===== src/rtl/pipeline_sequencer_pkg.sv =====
// -----------------------------------------------------------------------------
// pipeline_sequencer_pkg
// Shared definitions for the pipeline sequencer and its hazard detector:
//   - NOP_CMD bubble encoding (ALU class, op 1110: no reads, no writes)
//   - instruction class codes and the ALU op codes the sequencer cares about
//   - sequencer state encoding
//   - small decode helpers working on the class [15:14] and op [7:4] fields
// -----------------------------------------------------------------------------
package pipeline_sequencer_pkg;

  localparam logic [15:0] NOP_CMD = 16'hC0E0;

  // Instruction class, bits [15:14]
  localparam logic [1:0] CLS_LD     = 2'b00;
  localparam logic [1:0] CLS_ST     = 2'b01;
  localparam logic [1:0] CLS_IMM_BR = 2'b10;
  localparam logic [1:0] CLS_ALU    = 2'b11;

  // ALU op, bits [7:4]
  localparam logic [3:0] OP_CMP = 4'b0101;
  localparam logic [3:0] OP_MOV = 4'b0110;
  localparam logic [3:0] OP_IN  = 4'b1100;
  localparam logic [3:0] OP_OUT = 4'b1101;
  localparam logic [3:0] OP_HLT = 4'b1111;

  // Number of NOP shifts after HLT leaves decode before the pipeline is empty
  localparam logic [1:0] DRAIN_CYCLES = 2'd2;

  typedef enum logic [2:0] {
    ST_IDLE  = 3'd0,
    ST_RUN   = 3'd1,
    ST_STALL = 3'd2,
    ST_DRAIN = 3'd3,
    ST_HALT  = 3'd4
  } state_t;

  function automatic logic is_hlt(input logic [1:0] cls, input logic [3:0] op);
    return (cls == CLS_ALU) && (op == OP_HLT);
  endfunction

  // Instruction reads the register named in [13:11]
  function automatic logic uses_rs(input logic [1:0] cls, input logic [3:0] op);
    logic r;
    r = 1'b0;
    if (cls == CLS_ALU) begin
      r = (op <= OP_MOV) || (op == OP_OUT);
    end else if (cls == CLS_ST) begin
      r = 1'b1;
    end
    return r;
  endfunction

  // Instruction reads the register named in [10:8]
  function automatic logic uses_rb(input logic [1:0] cls, input logic [3:0] op);
    logic r;
    r = 1'b0;
    if (cls == CLS_ALU) begin
      // 0000..0101 are two-operand ALU ops, 1000..1011 are shifts
      r = (op <= OP_CMP) || (op[3:2] == 2'b10);
    end else if ((cls == CLS_LD) || (cls == CLS_ST)) begin
      r = 1'b1;
    end
    return r;
  endfunction

endpackage


===== src/rtl/pipeline_sequencer_hazard_detect.sv =====
// -----------------------------------------------------------------------------
// pipeline_sequencer_hazard_detect
// Combinational load-use detector. Flags when the instruction one stage older
// than decode is a load whose destination is a source of the instruction now in
// decode, so the sequencer must insert one bubble.
// Ports:
//   cmd_hi_i      in  [15:4]  decode-stage instruction (low nibble not needed)
//   before_hdr_i  in  [4:0]   BeforeCOMMAND[15:11]: class and load destination
//   load_use_o    out 1       load-use hazard present this cycle
// -----------------------------------------------------------------------------
module pipeline_sequencer_hazard_detect
  import pipeline_sequencer_pkg::*;
(
  input  logic [11:0] cmd_hi_i,
  input  logic [4:0]  before_hdr_i,
  output logic        load_use_o
);

  logic [1:0] cmd_cls;
  logic [2:0] cmd_rs;
  logic [2:0] cmd_rb;
  logic [3:0] cmd_op;
  logic [1:0] bef_cls;
  logic [2:0] bef_dst;

  // cmd_hi_i[11:0] carries COMMAND[15:4]
  assign cmd_cls = cmd_hi_i[11:10];
  assign cmd_rs  = cmd_hi_i[9:7];
  assign cmd_rb  = cmd_hi_i[6:4];
  assign cmd_op  = cmd_hi_i[3:0];
  assign bef_cls = before_hdr_i[4:3];
  assign bef_dst = before_hdr_i[2:0];

  always_comb begin
    load_use_o = 1'b0;
    if (bef_cls == CLS_LD) begin
      load_use_o = (uses_rs(cmd_cls, cmd_op) && (cmd_rs == bef_dst)) ||
                   (uses_rb(cmd_cls, cmd_op) && (cmd_rb == bef_dst));
    end
  end

endmodule


===== src/rtl/pipeline_sequencer.sv =====
// -----------------------------------------------------------------------------
// pipeline_sequencer
// Holds the three instruction-history registers feeding decode and sequences
// the pipeline: normal shift, load-use bubble, branch flush, external stall,
// and HLT drain/halt.
// Ports:
//   clk               in  1      clock
//   rst               in  1      synchronous active-high reset
//   start             in  1      leave IDLE and begin fetching
//   IMEM_DATA         in  16     instruction at current PC
//   branch_taken      in  1      branch in BeforeCOMMAND resolved taken
//   stall_ext         in  1      memory busy, freeze everything
//   COMMAND           out 16     decode-stage instruction
//   BeforeCOMMAND     out 16     one stage older
//   TwoBeforeCOMMAND  out 16     two stages older
//   pc_enable         out 1      PC may advance/load this cycle
//   bubble            out 1      a NOP is inserted this cycle
//   halted            out 1      pipeline drained after HLT
//   stall_count       out CNT_W  saturating count of lost cycles
// pc_enable and bubble describe the action taken at the coming clock edge,
// so they are combinational from state and this cycle's inputs.
// -----------------------------------------------------------------------------
module pipeline_sequencer #(
  parameter logic [15:0] NOP_CMD = pipeline_sequencer_pkg::NOP_CMD,
  parameter int unsigned CNT_W   = 16
) (
  input  logic             clk,
  input  logic             rst,
  input  logic             start,
  input  logic [15:0]      IMEM_DATA,
  input  logic             branch_taken,
  input  logic             stall_ext,
  output logic [15:0]      COMMAND,
  output logic [15:0]      BeforeCOMMAND,
  output logic [15:0]      TwoBeforeCOMMAND,
  output logic             pc_enable,
  output logic             bubble,
  output logic             halted,
  output logic [CNT_W-1:0] stall_count
);
  import pipeline_sequencer_pkg::*;

  state_t           state_q, state_d;
  logic [15:0]      cmd_q, cmd_d;
  logic [15:0]      bef_q, bef_d;
  logic [15:0]      two_q, two_d;
  logic [CNT_W-1:0] cnt_q, cnt_d;
  logic [1:0]       drain_q, drain_d;
  logic             pc_en_d;
  logic             bubble_d;
  logic             load_use;
  logic             cmd_is_hlt;

  function automatic logic [CNT_W-1:0] sat_inc(input logic [CNT_W-1:0] v);
    return (&v) ? v : v + 1'b1;
  endfunction

  pipeline_sequencer_hazard_detect u_hazard (
    .cmd_hi_i     (cmd_q[15:4]),
    .before_hdr_i (bef_q[15:11]),
    .load_use_o   (load_use)
  );

  assign cmd_is_hlt = is_hlt(cmd_q[15:14], cmd_q[7:4]);

  always_comb begin
    state_d  = state_q;
    cmd_d    = cmd_q;
    bef_d    = bef_q;
    two_d    = two_q;
    cnt_d    = cnt_q;
    drain_d  = drain_q;
    pc_en_d  = 1'b0;
    bubble_d = 1'b0;

    unique case (state_q)
      ST_IDLE: begin
        if (start) begin
          state_d = ST_RUN;
        end
      end

      // STALL lasts one cycle and then acts like RUN; load_use cannot fire
      // there because Before was just replaced by a NOP. A HLT held in
      // COMMAND during the stall is caught here on the following cycle.
      ST_RUN, ST_STALL: begin
        if (branch_taken) begin
          two_d    = bef_q;
          bef_d    = NOP_CMD;
          cmd_d    = NOP_CMD;
          pc_en_d  = 1'b1;
          bubble_d = 1'b1;
          cnt_d    = sat_inc(cnt_q);
          state_d  = ST_RUN;
        end else if (stall_ext) begin
          cnt_d = sat_inc(cnt_q);
        end else if (load_use) begin
          two_d    = bef_q;
          bef_d    = NOP_CMD;
          bubble_d = 1'b1;
          cnt_d    = sat_inc(cnt_q);
          state_d  = ST_STALL;
        end else if (cmd_is_hlt) begin
          two_d   = bef_q;
          bef_d   = cmd_q;
          cmd_d   = NOP_CMD;
          drain_d = DRAIN_CYCLES;
          state_d = ST_DRAIN;
        end else begin
          two_d   = bef_q;
          bef_d   = cmd_q;
          cmd_d   = IMEM_DATA;
          pc_en_d = 1'b1;
          state_d = ST_RUN;
        end
      end

      // HLT is already past decode, so branch_taken is ignored here
      ST_DRAIN: begin
        if (stall_ext) begin
          cnt_d = sat_inc(cnt_q);
        end else begin
          two_d   = bef_q;
          bef_d   = cmd_q;
          cmd_d   = NOP_CMD;
          drain_d = drain_q - 2'd1;
          if (drain_q == 2'd1) begin
            state_d = ST_HALT;
          end
        end
      end

      ST_HALT: begin
      end

      default: begin
        state_d = ST_IDLE;
      end
    endcase
  end

  always_ff @(posedge clk) begin
    if (rst) begin
      state_q <= ST_IDLE;
      cmd_q   <= NOP_CMD;
      bef_q   <= NOP_CMD;
      two_q   <= NOP_CMD;
      cnt_q   <= '0;
      drain_q <= 2'd0;
    end else begin
      state_q <= state_d;
      cmd_q   <= cmd_d;
      bef_q   <= bef_d;
      two_q   <= two_d;
      cnt_q   <= cnt_d;
      drain_q <= drain_d;
    end
  end

  assign COMMAND          = cmd_q;
  assign BeforeCOMMAND    = bef_q;
  assign TwoBeforeCOMMAND = two_q;
  assign pc_enable        = pc_en_d & ~rst;
  assign bubble           = bubble_d & ~rst;
  assign halted           = (state_q == ST_HALT);
  assign stall_count      = cnt_q;

endmodule


===== config.mk =====
export PLATFORM = sky130hd
export DESIGN_NAME = pipeline_sequencer
export DESIGN_NICKNAME = d
export VERILOG_FILES = /design/src/rtl/pipeline_sequencer_pkg.sv /design/src/rtl/pipeline_sequencer_hazard_detect.sv /design/src/rtl/pipeline_sequencer.sv
export SDC_FILE = /design/constraint.sdc
export NUM_CORES = 1
export LEC_CHECK = 0
export ABC_CLOCK_PERIOD_IN_PS = 2450
export BUFFER_PORTS_ARGS = -buffer_cell sky130_fd_sc_hd__buf_2
export CAP_MARGIN = 0
export CORE_MARGIN = 8
export CORE_UTILIZATION = 45
export CTS_CLUSTER_SIZE = 8
export DETAILED_ROUTE_END_ITERATION = 10
export GPL_ROUTABILITY_DRIVEN = 0
export PLACE_DENSITY = 0.8
export SYNTH_ARGS = -nofsm -noshare
export SYNTH_HDL_FRONTEND = slang
export SYNTH_SLANG_ARGS = --single-unit

===== constraint.sdc =====
create_clock -name clk -period 2.45 [get_ports clk]
set_input_delay 0.245 -clock clk [delete_from_list [all_inputs] [get_ports clk]]
set_output_delay 0.245 -clock clk [all_outputs]
set_load 0.005 [all_outputs]

Word-level counts from Yosys, hierarchy flattened:

Cells that the tools add are included.

* flip-flop bits (word level): 69
* input port bits: 21
* output and inout bits: 67

* add/subtract/negate cells: 2
* order comparisons: 2
* eq/ne operators: 23
* multiplexer cells: 50
* bitwise operators: 4
* reductions and logical operators: 18

Operator list (count)
* 2-to-1 mux 16 bit: 16
* case mux 16 bit (2 select lines): 4
* adder 16 x 1 -> 16 bit, second input constant: 1
* 2-to-1 mux 1 bit: 16
* inequality test 2 bit, second input constant: 8
* AND reduction 16 bit: 1
* 2-to-1 mux 3 bit: 5
* 2-to-1 mux 2 bit: 7
* case mux 3 bit (4 select lines): 1
* == test 4 bit, second input constant: 2
* <= comparator 4 x 3 -> 1 bit, second input constant: 2
* == test 3 x 2 -> 1 bit, second input constant: 2
* == test 3 bit: 2
* inequality test 3 bit, second input constant: 2
* AND reduction 3 bit: 2
* AND reduction 6 bit: 1
* AND reduction 5 bit: 1
* == test 2 x 1 -> 1 bit, second input constant: 2
* == test 2 bit, second input constant: 2
* zero test 2 bit: 2
* logical OR 1 bit: 4
* inequality test 4 bit, second input constant: 1
* case mux 2 bit (2 select lines): 1
* AND reduction 4 bit: 1
* other kinds (9): 13

Logic depth before layout (Yosys ltp):

* word-level depth: 13
* depth in mapped cells: 7
* mapped depth without buffers: 5

Cells and area by module:

A second synthesis with hierarchy kept.

* cell total of the unflattened synthesis: 380
* area total of the unflattened synthesis: 3111.7 um^2

By module, submodules not included
* pipeline_sequencer: instances 1, cells each 364, area an instance 2997.9 um^2, seq. area each 1381.3 um^2
* pipeline_sequencer_hazard_detect: instances 1, cells each 16, area an instance 113.9 um^2, seq. area each 0.0 um^2

Least setup slack after synthesis:

OpenSTA, ideal clock, no wires.

* kind: register to register
* start point: register bef_q[12] (netlist: BeforeCOMMAND[12])
* end point: register cnt_q[10] (netlist: stall_count[10])
* arrival time: 1.699 ns
* path slack: 0.628 ns
* cell stages (with the launch flop): 7
* cell sequence: dfxtp_1 -> xnor2_1 -> nand4_1 -> o22a_1 -> buf_6 -> a2111oi_2 -> mux2_1

* longest elaborated chain between the ends: 6

Ends and longest elaborated chain
* start, declared: RTL line pipeline_sequencer.sv:45 `logic [15:0] bef_q, bef_d;`
* start signal, assigned: RTL line pipeline_sequencer.sv:146 `bef_q <= NOP_CMD;`
* start signal, assigned: RTL line pipeline_sequencer.sv:153 `bef_q <= bef_d;`
* == test 3 bit, on equally long branches: RTL line pipeline_sequencer_hazard_detect.sv:37, pipeline_sequencer_hazard_detect.sv:38
* logical AND 1 bit, on equally long branches: RTL line pipeline_sequencer_hazard_detect.sv:37, pipeline_sequencer_hazard_detect.sv:38
* logical OR 1 bit (*): RTL line pipeline_sequencer_hazard_detect.sv:37 `load_use_o = (uses_rs(cmd_cls, cmd_op) && (cmd_rs == bef_dst)) ||`
* 2-to-1 mux 1 bit (*): RTL line pipeline_sequencer_hazard_detect.sv:36 `if (bef_cls == CLS_LD) begin`
* inequality test 4 bit (no line) (*)
* AND reduction 3 bit (no line) (*)
* end signal, assigned: RTL line pipeline_sequencer.sv:155 `cnt_q <= cnt_d;`
* end, declared: RTL line pipeline_sequencer.sv:47 `logic [CNT_W-1:0] cnt_q, cnt_d;`

Every way passes the cells marked *; elsewhere a longest branch is shown, timed or not.
A chain may end at the register's enable or synchronous reset.

Worst setup path in the final report:

* start point: register cmd_q[6] (netlist: COMMAND[6])
* end point: output pc_enable

* longest elaborated chain between the ends: 12

Ends and longest elaborated chain
* start, declared: RTL line pipeline_sequencer.sv:44 `logic [15:0] cmd_q, cmd_d;`
* start signal, assigned: RTL line pipeline_sequencer.sv:152 `cmd_q <= cmd_d;`
* <= comparator 4 x 3 -> 1 bit, or another cell as far along: RTL line pipeline_sequencer_pkg.sv:46 `r = (op <= OP_MOV) || (op == OP_OUT);`
* logical OR 1 bit, on equally long branches: RTL line pipeline_sequencer_pkg.sv:46, pipeline_sequencer_pkg.sv:59
* 2-to-1 mux 1 bit, on equally long branches: RTL line pipeline_sequencer_pkg.sv:45, pipeline_sequencer_pkg.sv:57
* 2-to-1 mux 1 bit: RTL line pipeline_sequencer_hazard_detect.sv:36
* logical AND 1 bit, on equally long branches: RTL line pipeline_sequencer_hazard_detect.sv:37, pipeline_sequencer_hazard_detect.sv:38
* logical OR 1 bit: RTL line pipeline_sequencer_hazard_detect.sv:37
* 2-to-1 mux 1 bit: RTL line pipeline_sequencer_hazard_detect.sv:36
* 2-to-1 mux 1 bit (*): RTL line pipeline_sequencer.sv:97 `end else if (load_use) begin`
* 2-to-1 mux 1 bit (*): RTL line pipeline_sequencer.sv:95 `end else if (stall_ext) begin`
* 2-to-1 mux 1 bit (*): RTL line pipeline_sequencer.sv:87 `if (branch_taken) begin`
* 2-to-1 mux 1 bit (*): RTL line pipeline_sequencer.sv:76 `unique case (state_q)`
* bitwise AND 1 bit (*): RTL line pipeline_sequencer.sv:163 `assign pc_enable = pc_en_d & ~rst;`
* end, declared: RTL line pipeline_sequencer.sv:36 `output logic pc_enable,`

Every way passes the cells marked *; elsewhere a longest branch is shown, timed or not. The select of a mux whose other input is x is not followed.

==> reports/qor.txt <==
Post CTS Setup Buffer Count = 0
Die Ht = 100 um
WL final = 8340 um
instance area after placement = 3690 sq um
footprint of the multi-input gates = 1690 sq um
f_max = 442 MHz
FF+latch area = 1380 sq um
max-cap violations = 0
CP Capture Type = primary output
CTS H-tree depth = 3
FFs w/ async S/R, synth = 0%
min-delay worst type = in2reg
Initial Util = 46.8%
worst-path cell chain = and2_1 > o2111ai_1 > o22a_4 > a31oi_1 > nor3_1 > buf_2
cell family with most CP delay = compound AO/OA/AOI/OAI gates
unrepaired setup endpoints after global routing = no
# clock sinks = 69
# diodes = 0
Placed Cells = 530
Post-synth EDFFs = 0
CP Launch Type = flip-flop
minimum clock period = 2.26 ns
later-pin clock latency in the skew report = 0.35 ns
gr usage total = 17.0%
IO Count = 88
final std cells w/o fill = 546
antenna violations before repair = 0
routed via count = 2917
TritonCTS clock tree = built
critical path class = reg2out
post-DR wirelength/cell = 15.3 um
vias in the first global route = 2845
share of cells above drive strength 1 = 27.1%
total power = 2540 uW
Top FF cell, synth = dfxtp_1
final hold violations = 0
setup_tns = 0 ns
CP max stage delay = 0.36 ns
Post-Syn Area = 3200 sq um
largest net degree at the start of global routing = 40
row cnt = 30
Leak = 0.00166 uW
filler cell count = 649
total CTS buffers = 9
Data arrival, critical path = 2.02 ns
first-pass GRT wire length = 13900 um
Worst Tran Pin Value = 1.00 ns
crit path buf inv count = 1
Mapped Cells = 364
Required @ worst endpoint = 2.20 ns
IR Drop Worst-Case VDD = 0.000324 V
commonest non-fill, non-tap cell in the layout = buf_2
final instance area = 3950 sq um
First DRT Iteration DRCs = 126
total die area = 10100 sq um
Port Buf Inserts = 87
syn_area_per_cell = 8.79 sq um
FF+latch count, synth = 69
global routing usage on met3 = 3.46%
CP max FO = 19
drt pass-1 iters = 4
yosys warns = 0
root buf cell = clkbuf_8
Reg clk slew, reported paths = 0.08 ns
Die X = 100 um
setup violators final = 0
max-slew violations = 0
final worst-path cycle share = 92.4%
GRT Max-Usage Layer = met2
PwrDens = 642 nW/um^2
Syn Nets = 387
grt met2 use = 28.1%
post-synthesis cell type count = 48
clock buffer depth = 2
GR Util met1 = 20.3%
Slowest-stage cell, CP = dfxtp_1
DR DRC count = 0
area grow syn2layout = 23.5%
slew margin rel. = 33.3%
aggregate global routing overflow = 0
CORE AREA = 6830 sq um
fin nets = 468
post-synthesis sequential area ratio = 43.2%
commonest non-fill, non-tap cells in the layout = buf_2 (87), nand2_1 (71), dfxtp_1 (69), a21oi_1 (25), nor2_1 (24)
DRT antenna net count = 0
status = finished clean
DP Wirelength = 6030 um
clock skew = 0.0123 ns
Via density = 5.34
==> power by group <==
part	total, uW	internal, uW	switching [uW]	leakage (uW)
clock network	1150	708	445	0.000124
logic	212	82.0	130	0.000979
registers	1170	1150	24.8	0.000559
total	2540	1940	600	0.00166
==> area by class of cell <==
| class | instances | area share [%] |
|---|---|---|
| Timing Repair Buffer | 93 | 12.2 |
| Clock buffer | 11 | 3.58 |
| Multi-Input combinational cell | 264 | 42.8 |
| Tap cell | 96 | 3.04 |
| Inverter | 8 | 0.760 |
| Sequential cell | 69 | 35.0 |
| Clock inverter | 5 | 2.72 |
==> routing by layer <==
metal	part of all wire, %	vias to the layer above	wire length (um)
met5	0	-	0
met4	2.5	0	211
met3	5.1	18	427
met2	48	81	4010
met1	44	1366	3690
li1	-	1452	-
==> cell families (layout without fill, tap and decap cells) <==
logic type / Yosys count / after routing / synth area share [%]
xor+xnor: 6 / 6 / 1.64
mux: 16 / 16 / 5.59
flops: 69 / 69 / 43.2
fa+ha+maj: 3 / 3 / 1.10
compound gates: 78 / 78 / 19.1
buf+inv: 31 / 117 / 4.38
simple gates: 161 / 161 / 25.0
==> synthesized netlist by cell type (all sizes together), types with 3 or more instances <==
| cell | n | area share, % |
|---|---|---|
| nand3 | 8 | 1.3 |
| clkbuf | 13 | 1.5 |
| dfxtp | 69 | 43 |
| inv | 8 | 0.94 |
| a2111o | 3 | 1.1 |
| o22a | 6 | 1.6 |
| buf | 10 | 1.9 |
| xnor2 | 6 | 1.6 |
| nor2b | 14 | 2.7 |
| a22o | 11 | 3.0 |
| a21oi | 26 | 4.2 |
| a2111oi | 6 | 2.6 |
| or3 | 3 | 0.59 |
| nand2b | 4 | 0.78 |
| and4 | 4 | 1.1 |
| nor3 | 4 | 0.98 |
| nand3b | 13 | 3.1 |
| nand2 | 72 | 8.5 |
| a211oi | 10 | 2.3 |
| nand4 | 9 | 2.0 |
| mux2 | 15 | 5.3 |
| nor2 | 24 | 2.8 |
==> per-stage QoR <==
step | setup slack (ns) | utilization (%) | hold WS (ns)
after global routing | 0.0515 | 57.8 | 0.0913
after CTS | 0.122 | 57.7 | 0.0805
final | 0.185 | 57.8 | 0.0942
after global placement | 0.235 | 54.0 | 0.441
after detailed placement | 0.196 | 54.0 | 0.447
after floorplan | 0.628 | - | 0.364
==> final timing paths <==
check / from / endpoint / slack (ns) / cells after the start
worst max register to register: stall_count[1]$_SDFFE_PP0P_ / stall_count[5]$_SDFFE_PP0P_ / 0.36 / 5
worst min-delay path: IMEM_DATA[3] / COMMAND[3]$_SDFFE_PP0P_ / 0.09 / 2
worst min register to register: COMMAND[0]$_SDFFE_PP0P_ / BeforeCOMMAND[0]$_SDFFE_PP0P_ / 0.45 / 2
worst max-delay path: COMMAND[6]$_SDFFE_PP1P_ / pc_enable / 0.19 / 6
==> registers in the layout (all words and copies together) (netlist names) <==
name              count
BeforeCOMMAND        16
state_q               3
stall_count          16
TwoBeforeCOMMAND     16
drain_q               2
COMMAND              16
==> worst register-to-register path, delay by kind of cell, from the launching register on <==
family	cells	cell delay, ns
AO/OA/AOI/OAI	2	0.65
adder cells (fa/ha/maj)	1	0.34
flip-flops	1	0.49
multiplexers	1	0.33
AND/OR/NAND/NOR	1	0.16
==> timing repair <==
item                                    CTS  global route
endpoints found under the setup margin    2             1
gates resized for setup                   1             1
hold buffers                              0             0
Note: power is estimated with default switching activity, not from simulation.
